--- config.mk ---
export PLATFORM = sky130hd
export DESIGN_NAME = mem_responder
export DESIGN_NICKNAME = d
export VERILOG_FILES = /design/src/rtl/slc3_pkg.sv /design/src/rtl/wait_counter.sv /design/src/rtl/mem_responder.sv
export SDC_FILE = /design/constraint.sdc
export NUM_CORES = 1
export LEC_CHECK = 0
export ABC_AREA = 1
export CORE_ASPECT_RATIO = 0.7
export CORE_MARGIN = 5
export CORE_UTILIZATION = 30
export DETAILED_ROUTE_END_ITERATION = 10
export GPL_TIMING_DRIVEN = 0
export SLEW_MARGIN = 20
export SYNTH_ARGS = -nofsm -noshare
export SYNTH_HDL_FRONTEND = slang
export SYNTH_SLANG_ARGS = --single-unit
--- constraint.sdc ---
create_clock -name Clk -period 1.3 [get_ports Clk]
set_clock_uncertainty 0.1 [all_clocks]
set_input_delay 0.195 -clock Clk [delete_from_list [all_inputs] [get_ports Clk]]
set_output_delay 0.195 -clock Clk [all_outputs]
set_load 0.03 [all_outputs]
--- src/rtl/slc3_pkg.sv ---
`default_nettype none
// ============================================================================
//  Module      : slc3_pkg
//  Description : Shared definitions for the memory responder: responder state
//                encoding and the memory-mapped I/O address.
//  Revision    : 1.0 - initial release
// ============================================================================
package slc3_pkg;

    // Responder state encoding (fixed two-bit codes kept for legacy tooling)
    localparam logic [1:0] C_ST_IDLE   = 2'd0;
    localparam logic [1:0] C_ST_ACCESS = 2'd1;
    localparam logic [1:0] C_ST_RESP   = 2'd2;

    typedef enum logic [1:0] {
        IDLE   = C_ST_IDLE,
        ACCESS = C_ST_ACCESS,
        RESP   = C_ST_RESP
    } state_e;

    // Address decoded as switch/hex-display I/O when memory-mapped I/O is built in
    localparam logic [15:0] IO_ADDR = 16'hFFFF;

endpackage : slc3_pkg
`default_nettype wire

--- src/rtl/wait_counter.sv ---
`default_nettype none
// ============================================================================
//  Module      : wait_counter
//  Description : Access wait-state counter. 'load' clears the count, 'enable'
//                advances it, and it stops at 'terminal' so it never wraps
//                inside an access. 'tc' flags the terminal count.
//  Ports       : clk, rst (sync, active-high), load, enable, terminal[WIDTH],
//                tc (out)
//  Revision    : 1.0 - initial release
// ============================================================================
module wait_counter #(
    parameter int WIDTH = 4
) (
    input  logic             clk,
    input  logic             rst,
    input  logic             load,
    input  logic             enable,
    input  logic [WIDTH-1:0] terminal,
    output logic             tc
);

    logic [WIDTH-1:0] r_count;

    always_ff @(posedge clk) begin
        if (rst || load) begin
            r_count <= '0;
        end else if (enable && !tc) begin
            r_count <= r_count + 1'b1;
        end
    end

    assign tc = (r_count == terminal);

endmodule : wait_counter
`default_nettype wire

--- src/rtl/mem_responder.sv ---
`default_nettype none
// ============================================================================
//  Module      : mem_responder
//  Description : CPU-to-SRAM access responder. Accepts one request in IDLE,
//                drives the SRAM for WAIT_CYCLES+1 ACCESS cycles, then holds
//                the response in RESP until the CPU takes it.
//  Ports       : Clk, Reset (sync, active-high)
//                req_valid/req_we/req_addr/req_wdata/req_ready  - request side
//                rsp_valid/rsp_ready/rsp_rdata                  - response side
//                mem_ce/mem_we/mem_addr/mem_wdata/mem_rdata     - SRAM side
//                sw_in/hex_out (only with MEM_RESP_IOMAP_EN)     - mapped I/O
//  Config      : `define MEM_RESP_IOMAP_EN maps IO_ADDR to sw_in (read) and
//                hex_out (write) instead of SRAM.
//  Revision    : 1.0 - initial release
// ============================================================================
module mem_responder
    import slc3_pkg::*;
#(
    parameter int DATA_W      = 16,
    parameter int ADDR_W      = 16,
    parameter int WAIT_CYCLES = 2
) (
    input  logic              Clk,
    input  logic              Reset,
    input  logic              req_valid,
    input  logic              req_we,
    input  logic [ADDR_W-1:0] req_addr,
    input  logic [DATA_W-1:0] req_wdata,
    output logic              req_ready,
    output logic              rsp_valid,
    input  logic              rsp_ready,
    output logic [DATA_W-1:0] rsp_rdata,
    output logic              mem_ce,
    output logic              mem_we,
    output logic [ADDR_W-1:0] mem_addr,
    output logic [DATA_W-1:0] mem_wdata,
`ifdef MEM_RESP_IOMAP_EN
    input  logic [DATA_W-1:0] sw_in,
    output logic [DATA_W-1:0] hex_out,
`endif
    input  logic [DATA_W-1:0] mem_rdata
);

    localparam int C_CNT_W = 4;

    state_e            r_state;
    logic              r_we;
    logic [ADDR_W-1:0] r_addr;
    logic [DATA_W-1:0] r_wdata;
    logic [DATA_W-1:0] r_rdata;

    logic              w_accept;
    logic              w_in_access;
    logic              w_tc;
    logic              w_is_io;
    logic [DATA_W-1:0] w_rd_src;

    assign w_accept    = (r_state == IDLE) && req_valid;
    assign w_in_access = (r_state == ACCESS);

`ifdef MEM_RESP_IOMAP_EN
    assign w_is_io  = (r_addr == ADDR_W'(IO_ADDR));
    assign w_rd_src = w_is_io ? sw_in : mem_rdata;
`else
    assign w_is_io  = 1'b0;
    assign w_rd_src = mem_rdata;
`endif

    wait_counter #(
        .WIDTH    (C_CNT_W)
    ) u_wait_counter (
        .clk      (Clk),
        .rst      (Reset),
        .load     (w_accept),
        .enable   (w_in_access),
        .terminal (C_CNT_W'(WAIT_CYCLES)),
        .tc       (w_tc)
    );

    // The request is captured only on acceptance, so req_* activity during
    // ACCESS/RESP cannot disturb the access in flight.
    always_ff @(posedge Clk) begin
        if (Reset) begin
            r_state <= IDLE;
            r_we    <= 1'b0;
            r_addr  <= '0;
            r_wdata <= '0;
            r_rdata <= '0;
        end else begin
            case (r_state)
                IDLE: begin
                    if (req_valid) begin
                        r_we    <= req_we;
                        r_addr  <= req_addr;
                        r_wdata <= req_wdata;
                        r_state <= ACCESS;
                    end
                end
                ACCESS: begin
                    if (w_tc) begin
                        // Write acknowledges carry zero data
                        r_rdata <= r_we ? '0 : w_rd_src;
                        r_state <= RESP;
                    end
                end
                RESP: begin
                    if (rsp_ready) begin
                        r_state <= IDLE;
                    end
                end
                default: r_state <= IDLE;
            endcase
        end
    end

`ifdef MEM_RESP_IOMAP_EN
    logic [DATA_W-1:0] r_hex;

    always_ff @(posedge Clk) begin
        if (Reset) begin
            r_hex <= '0;
        end else if (w_in_access && w_tc && r_we && w_is_io) begin
            r_hex <= r_wdata;
        end
    end

    assign hex_out = r_hex;
`endif

    assign req_ready = (r_state == IDLE);
    assign rsp_valid = (r_state == RESP);
    assign rsp_rdata = r_rdata;
    // The SRAM is left idle for I/O-mapped accesses
    assign mem_ce    = w_in_access && !w_is_io;
    assign mem_we    = w_in_access && r_we && !w_is_io;
    assign mem_addr  = r_addr;
    assign mem_wdata = r_wdata;

endmodule : mem_responder
`default_nettype wire

==> results of run 1 <==
-- stage by stage --
| stage | TNS [ns] | std cells |
|---|---|---|
| after floorplan | 0 | 291 |
| after global placement | -14.57 | 489 |
| after detailed placement | -14.69 | 489 |
| after CTS | -0.4939 | 505 |
| after global routing | -1.951 | 506 |
| final | -0.5452 | 506 |
-- cell families after synthesis --
| kind of cell | Yosys count |
|---|---|
| compound gates | 40 |
| xor+xnor | 1 |
| fa+ha+maj | 2 |
| buf+inv | 24 |
| flops | 55 |
| simple gates | 169 |
-- worst max-delay path: cells and delay by family (launching register included) --
family / cells / cell delay [ns]
AND/OR/NAND/NOR: 5 / 0.41
flip-flops: 1 / 0.35
buffers and inverters: 3 / 0.39
-- registers in the layout, summed over array words and instances, names as in the netlist --
signal / count
mem_addr: 16
mem_wdata: 16
rsp_rdata: 16
u_wait_counter.r_count: 4
r_state: 2
r_we: 1
-- layout by cell type (no fill, tap or decap) --
cell,netlist,layout
nor2_1,102,98
clkdlybuf4s50_1,0,52
dfxtp_1,55,49
nand2_1,58,41
clkdlybuf4s15_2,0,33
o21ai_0,33,24
buf_2,3,16
nand2_2,1,16
buf_6,3,10
o21ai_1,0,9
buf_4,3,8
a21oi_1,7,6
clkbuf_8,0,6
nand2_4,2,4
inv_1,7,4
dfxtp_2,0,4
nor2_4,1,3
nor2_2,1,3
clkbuf_2,2,3
inv_2,1,2
inv_4,0,2
clkinv_4,0,2
buf_8,0,2
nand3_1,2,2
dfxtp_4,0,2
nor2_8,1,1
clkbuf_4,0,1
xor2_1,1,1
a21oi_2,0,1
nand4_1,1,1
ha_4,0,1
ha_1,2,1
clkbuf_1,3,1
clkbuf_16,0,1
clkdlybuf4s18_2,0,1
buf_12,0,1
-- power by group through the flow --
| stage | clock, mW | sequential (mW) | combinational (mW) |
|---|---|---|---|
| 2_1_floorplan | 0 | 2.11 | 0.318 |
| 3_5_place_dp | 0 | 1.90 | 0.983 |
| 6_report | 0.998 | 1.87 | 1.03 |
| 5_1_grt | 1.11 | 1.88 | 1.12 |
| 4_1_cts | 1.04 | 1.87 | 1.03 |
| 3_3_place_gp | 0 | 1.90 | 0.983 |
-- layout make-up --
type	instances	share of cell area [%]
clock buffers	7	2.379
multi-input cells	212	27.72
clock inverters	1	0.2414
well taps	94	3.241
repair buffers	113	30.83
inverters	9	1.207
flip-flops and latches	55	30.69
plain buffers	15	3.690
-- metal layers --
metal  global-route usage [%]  part of all wire [%]  vias up
met4                    3.281                  0.80        0
met5                        0                     0        -
li1                         -                     -     1141
met3                    4.840                   6.5        5
met2                    23.24                    44       58
met1                    20.37                    49      994
-- worst paths after layout --
kind                                to  slack [ns]  depth (start not counted)
min          mem_addr[13]$_SDFFE_PP0P_        0.38                          3
max reg2reg  rsp_rdata[6]$_SDFFE_PP0P_       -0.05                          8
min reg2reg  rsp_rdata[8]$_SDFFE_PP0P_        0.39                          2
max          rsp_rdata[6]$_SDFFE_PP0P_       -0.05                          8
-- synth_stat cells (2+ instances only) --
master / number / area share [%]
nand2_1: 58 / 10
a21oi_1: 7 / 1.6
inv_1: 7 / 1.2
nand2_4: 2 / 1.0
buf_2: 3 / 0.70
nor2_1: 102 / 18
nand3_1: 2 / 0.47
o21ai_0: 33 / 7.7
buf_4: 3 / 1.0
clkbuf_2: 2 / 0.47
dfxtp_1: 55 / 51
ha_1: 2 / 1.2
clkbuf_1: 3 / 0.52
buf_6: 3 / 1.6
-- repair_timing --
action                                  CTS  global route
buffers inserted                          6             1
endpoints found under the setup margin   73            65
pin swaps                                 2             4
gates resized for setup                 211            65
gates cloned                              2             0
==> run summary, run 1 <==
Row cnt - 25
Synth Area in XOR/XNOR - 0.4077%
Critical path required time - 1.41 ns
Worst r2r src - r_state[1]$_SDFFE_PP0P_
Filler cells - 672
First-pass GRT wire length - 10900 um
Post-route DRC - 0
Worst VDD drop - 0.5423 mV
Hold_buf cts - 0
CP arrival - 1.45 ns
Synth Area in Compound Gates - 9.319%
RSZ-0062 raised after global routing - yes
Final setup fails - 19
Worst min-delay path startpoint - req_addr[13]
Slowest cell on crit path - dfxtp_2
Per-cell routed wire length - 13.12 um
Nets@finish - 466
GR Overflow Total - 0
Clock-pin transition on the worst setup and hold timing paths - 0.10 ns
Worst Setup End Kind - register
Worst Setup SP - r_state[1]$_SDFFE_PP0P_
CP Launch Type - register
Syn Nets - 346
Die Wd - 111.1 um
ANT nets after route - 0
Largest net degree at the start of global routing - 17
Sequential area share after synthesis - 51.25%
Core area - 0.006850 mm2
Total I/O pin count - 105
1st-pass router iterations - 4
Via Count - 2198
Worst-Skew Late Latency - 0.30 ns
Ys async rst share - 0%
Seq pwr share - 48.0%
Number of CTS-inserted buffers - 5
Pre-CTS WS - -0.6674 ns
CTS tree - done
Util after Layout - 52.97%
Area of the multi-input gates - 0.001006 mm2
Register area - 0.001114 mm2
Vias in the first global route - 2210
Hold Worst Slack - 0.3793 ns
Yosys warns - 0
Internal - 2.695 mW
Overall routing resource usage - 14.91%
Routed vias/inst - 4.344
Post-synth EDFFs - 0
Clock sinks - 55
Tmin final - 1.346 ns
Clock share of power - 25.6%
LEAKAGE - 1.546 nW
Fin worst setup slack - -0.04590 ns
Iter 0 DRT Violations - 74
Area growth syn-to-layout - 68.90%
N_diodes - 0
Synth Area in Simple Gates - 31.80%
Combinational power share - 26.4%
Crit path cell chain - inv_2, nand2_4, buf_12, nor2_8, buf_6, nand2_2, nand2_1, nor2_1
Root buf cell - clkbuf_8
Clk buf depth - 2
Syn avg cell area - 7.383 um2
Final hold vios - 0
Mapped Area - 0.002148 mm2
CP max FO - 6
Worst min path class - in -> reg
Slew @ Worst Pin - 0.3178 ns
Syn Inst Count - 291
Post-DP Area - 0.003309 mm2
Number of synthesized register bits - 55
Port bufs - 104
Largest family of logic cells by synthesized area - simple AND/OR/NAND/NOR gates
Failing checks - negative setup slack
Starting Density - 31.36%
Switching share of total power - 30.74%
Final period utilization - 103.5%
CP peak stage delay - 0.35 ns
Die H - 80.80 um
Fmax - 743.0 MHz
Fraction of synthesized area in multiplexers - 0%
Die area - 0.008981 mm2
Max-cap violations - 0
Ratio of cells with drive above 1 in the final layout - 29.85%
Adder-cell share of the synthesized area - 1.165%
Setup Crit Path Kind - reg -> reg
Max_slew headroom - 78.81%
Antenna violations before repair - 0
Ys flop type - dfxtp_1
CTS HTree Levels - 2
Power density cells - 1073 mW/mm2
Post-DP HPWL - 4737 um
RD Place Congestion - 0.7663
Final instance area - 0.003628 mm2
Outcome - finished with violations
P_sw - 1.196 mW
Routed wire length - 6640 um
Power Total - 3.892 mW
Post-synthesis cell type count - 23
Slew Viols, Final - 0
Note: power is estimated with default switching activity, not from simulation.
==> run 2, diff against run 1 <==
Settings changed: CORE_ASPECT_RATIO 0.7 to 1.2.
==> run 2 against run 1 <==
Effect of this change:
- the flow still finishes with violations (negative setup slack)
- highest routed layer unchanged
- sequential power is essentially flat
- largest cell class unchanged
- cell count shrank 2.0%
- die area shrank 0.22%
- critical path type unchanged
- setup slack gained 0.025 ns
- clock-buffer cell count shrank 1
- first-iteration DRC count shrank 18%
- hold slack lost 0.0016 ns
- utilization shrank 0.40 points
- combinational power is essentially flat
- global-route usage shrank 1.1 points
==> run summary, run 2 (synthesized netlist as in run 1, its figures left out) <==
Top Family by Delay on Critical Path - flip-flops
Hold_buf cts - 0 (unchanged)
CP peak stage delay - 0.37 ns (+0.02 ns)
P_sw - 1.165 mW (-2.6%)
Pre-CTS WS - -0.6676 ns (-0.0002400 ns)
GRT busiest layer - met2
Final period utilization - 101.6% (-1.9 points)
Worst min path class - in -> reg
Nets@finish - 464 (-0.43%)
Per-cell routed wire length - 12.58 um (-4.1%)
Vias in the first global route - 2195 (-0.68%)
Util after Layout - 52.57% (-0.40 points)
Number of CTS-inserted buffers - 5 (unchanged)
Met1 Use GR - 16.41% (-4.0 points)
Final hold vios - 0 (unchanged)
Clock sinks - 55 (unchanged)
Switching share of total power - 29.23% (-1.5 points)
Slowest cell on crit path - dfxtp_4
Fmax - 757.2 MHz (+1.9%)
Total I/O pin count - 105 (unchanged)
Overall routing resource usage - 13.81% (-1.1 points)
N_diodes - 0 (unchanged)
Clock share of power - 27.8% (+2.2 points)
Via Count - 2164 (-1.5%)
Slew Viols, Final - 0 (unchanged)
Filler cells - 706 (+5.1%)
Fin worst setup slack - -0.02060 ns (+0.02530 ns)
Setup TNS - -0.1109 ns (+0.4343 ns)
1st-pass router iterations - 4 (unchanged)
Outcome - finished with violations
Worst Setup End Kind - register
Clock-pin transition on the worst setup and hold timing paths - 0.10 ns (about the same)
Starting Density - 31.16% (-0.20 points)
CP max FO - 8 (+2)
Max-cap violations - 0 (unchanged)
First-pass GRT wire length - 9908 um (-9.1%)
GR Overflow Total - 0 (unchanged)
Most frequent cells in the layout - nor2_1 (100), clkdlybuf4s50_1 (52), dfxtp_1 (49)
Area growth syn-to-layout - 68.72%
Row cnt - 33 (+32%)
Antenna violations before repair - 0 (unchanged)
Die Wd - 87.25 um (-21%)
RSZ-0062 raised after global routing - yes
Worst-Skew Late Latency - 0.31 ns (about the same)
Tmin final - 1.321 ns (-0.02530 ns)
Seq pwr share - 46.8% (-1.2 points)
Max_slew headroom - 86.23% (+7.4 points)
Combinational power share - 25.4% (-1.0 points)
CP Launch Type - register
Power density cells - 1100 mW/mm2 (+2.6%)
WP buf/inv - 3 (unchanged)
Internal - 2.822 mW (+4.7%)
Power Total - 3.988 mW (+2.5%)
Clk buf depth - 2 (unchanged)
Die area - 0.008961 mm2 (-0.22%)
Largest net degree at the start of global routing - 16 (-1)
Failing checks - negative setup slack
Post-route DRC - 0 (unchanged)
RD Place Congestion - 0.7652 (-0.14%)
Met3 usage - 4.237% (-0.60 points)
Worst VDD drop - 0.4581 mV (-16%)
Port bufs - 104 (unchanged)
ANT nets after route - 0 (unchanged)
Core area - 0.006895 mm2 (+0.66%)
Routed wire length - 6242 um (-6.0%)
Hold Worst Slack - 0.3776 ns (-0.001640 ns)
Die H - 102.7 um (+27%)
Ratio of cells with drive above 1 in the final layout - 27.87% (-2.0 points)
Most common cell after layout, fill and taps aside - nor2_1
Setup Crit Path Kind - reg -> reg
Critical path required time - 1.41 ns (about the same)
CTS HTree Levels - 2 (unchanged)
Routed vias/inst - 4.363 (+0.44%)
CP arrival - 1.43 ns (-0.02 ns)
Root buf cell - clkbuf_8
LEAKAGE - 1.504 nW (-2.7%)
Slew @ Worst Pin - 0.2066 ns (-0.1113 ns)
Met2 Use GR - 23.90% (+0.65 points)
CTS tree - done
Post-DP HPWL - 4550 um (-4.0%)
Iter 0 DRT Violations - 61 (-18%)
Final setup fails - 12 (-7)
Crit path cell chain - inv_4, nand2_4, buf_6, nor2_8, buf_6, nand2_1, nand2_1, nor2_1
## run 2: changes by cell type in the layout (fill, tap and decap cells not counted), sizes merged
| cell | before | now |
|---|---|---|
| clkdlybuf4s15 | 33 | 43 |
| buf | 37 | 25 |
| clkdlybuf4s18 | 1 | 2 |
| clkinv | 2 | 1 |
| clkbuf | 12 | 10 |
| bufinv | 0 | 1 |
## run 2: worst paths after layout
check                                 start                    endpoint  slack, ns  depth (start not counted)
setup reg to reg    r_state[1]$_SDFFE_PP0P_   rsp_rdata[8]$_SDFFE_PP0P_      -0.02                          8
setup / recovery    r_state[1]$_SDFFE_PP0P_   rsp_rdata[8]$_SDFFE_PP0P_      -0.02                          8
hold / removal                req_wdata[15]  mem_wdata[15]$_SDFFE_PP0P_       0.38                          3
hold reg to reg   mem_wdata[4]$_SDFFE_PP0P_   mem_wdata[4]$_SDFFE_PP0P_       0.39                          2
## run 2: routing by layer
layer / routed length [um] / vias up
met5: 0 / -
met4: 114 / 0
met3: 572 / 9
met2: 2844 / 80
met1: 2709 / 939
li1: - / 1136
## run 2: what timing repair did
item,CTS,global route
hold endpoints to repair,0,0
resized for setup,202,51
pin swaps,4,3
cloned,2,0
setup buffers,6,0
setup endpoints to repair,77,53
## run 2: worst register-to-register path, cell delays in order, from the launching register on
cell,delay (ns)
dfxtp_4,0.37
inv_4,0.08
nand2_4,0.07
buf_6,0.13
nor2_8,0.18
buf_6,0.16
nand2_1,0.05
nand2_1,0.05
nor2_1,0.03
## run 2: final cells by class
type | count | area [um2] | area share [%]
Timing Repair Buffer | 112 | 1152 | 31.79
Clock buffer | 6 | 72.57 | 2.002
Tap cell | 87 | 108.9 | 3.003
Buffer | 14 | 115.1 | 3.176
Multi-Input combinational cell | 212 | 988.4 | 27.27
Clock inverter | 1 | 30.03 | 0.8284
Inverter | 9 | 43.79 | 1.208
Sequential cell | 55 | 1114 | 30.72
## run 2: power groups by stage
stage / Clock, mW / Combinational [mW] / Sequential, mW
finish: 1.11 / 1.01 / 1.86
detailed placement: 0 / 0.980 / 1.90
global placement: 0 / 0.978 / 1.90
CTS: 1.15 / 1.01 / 1.87
floorplan: 0 / 0.318 / 2.11
global route: 1.20 / 1.11 / 1.88
## run 2: stage by stage
step	instances	area, um2
floorplan	291	2151
global placement	482	3301
detailed placement	482	3301
CTS	497	3602
global route	496	3625
finish	496	3625
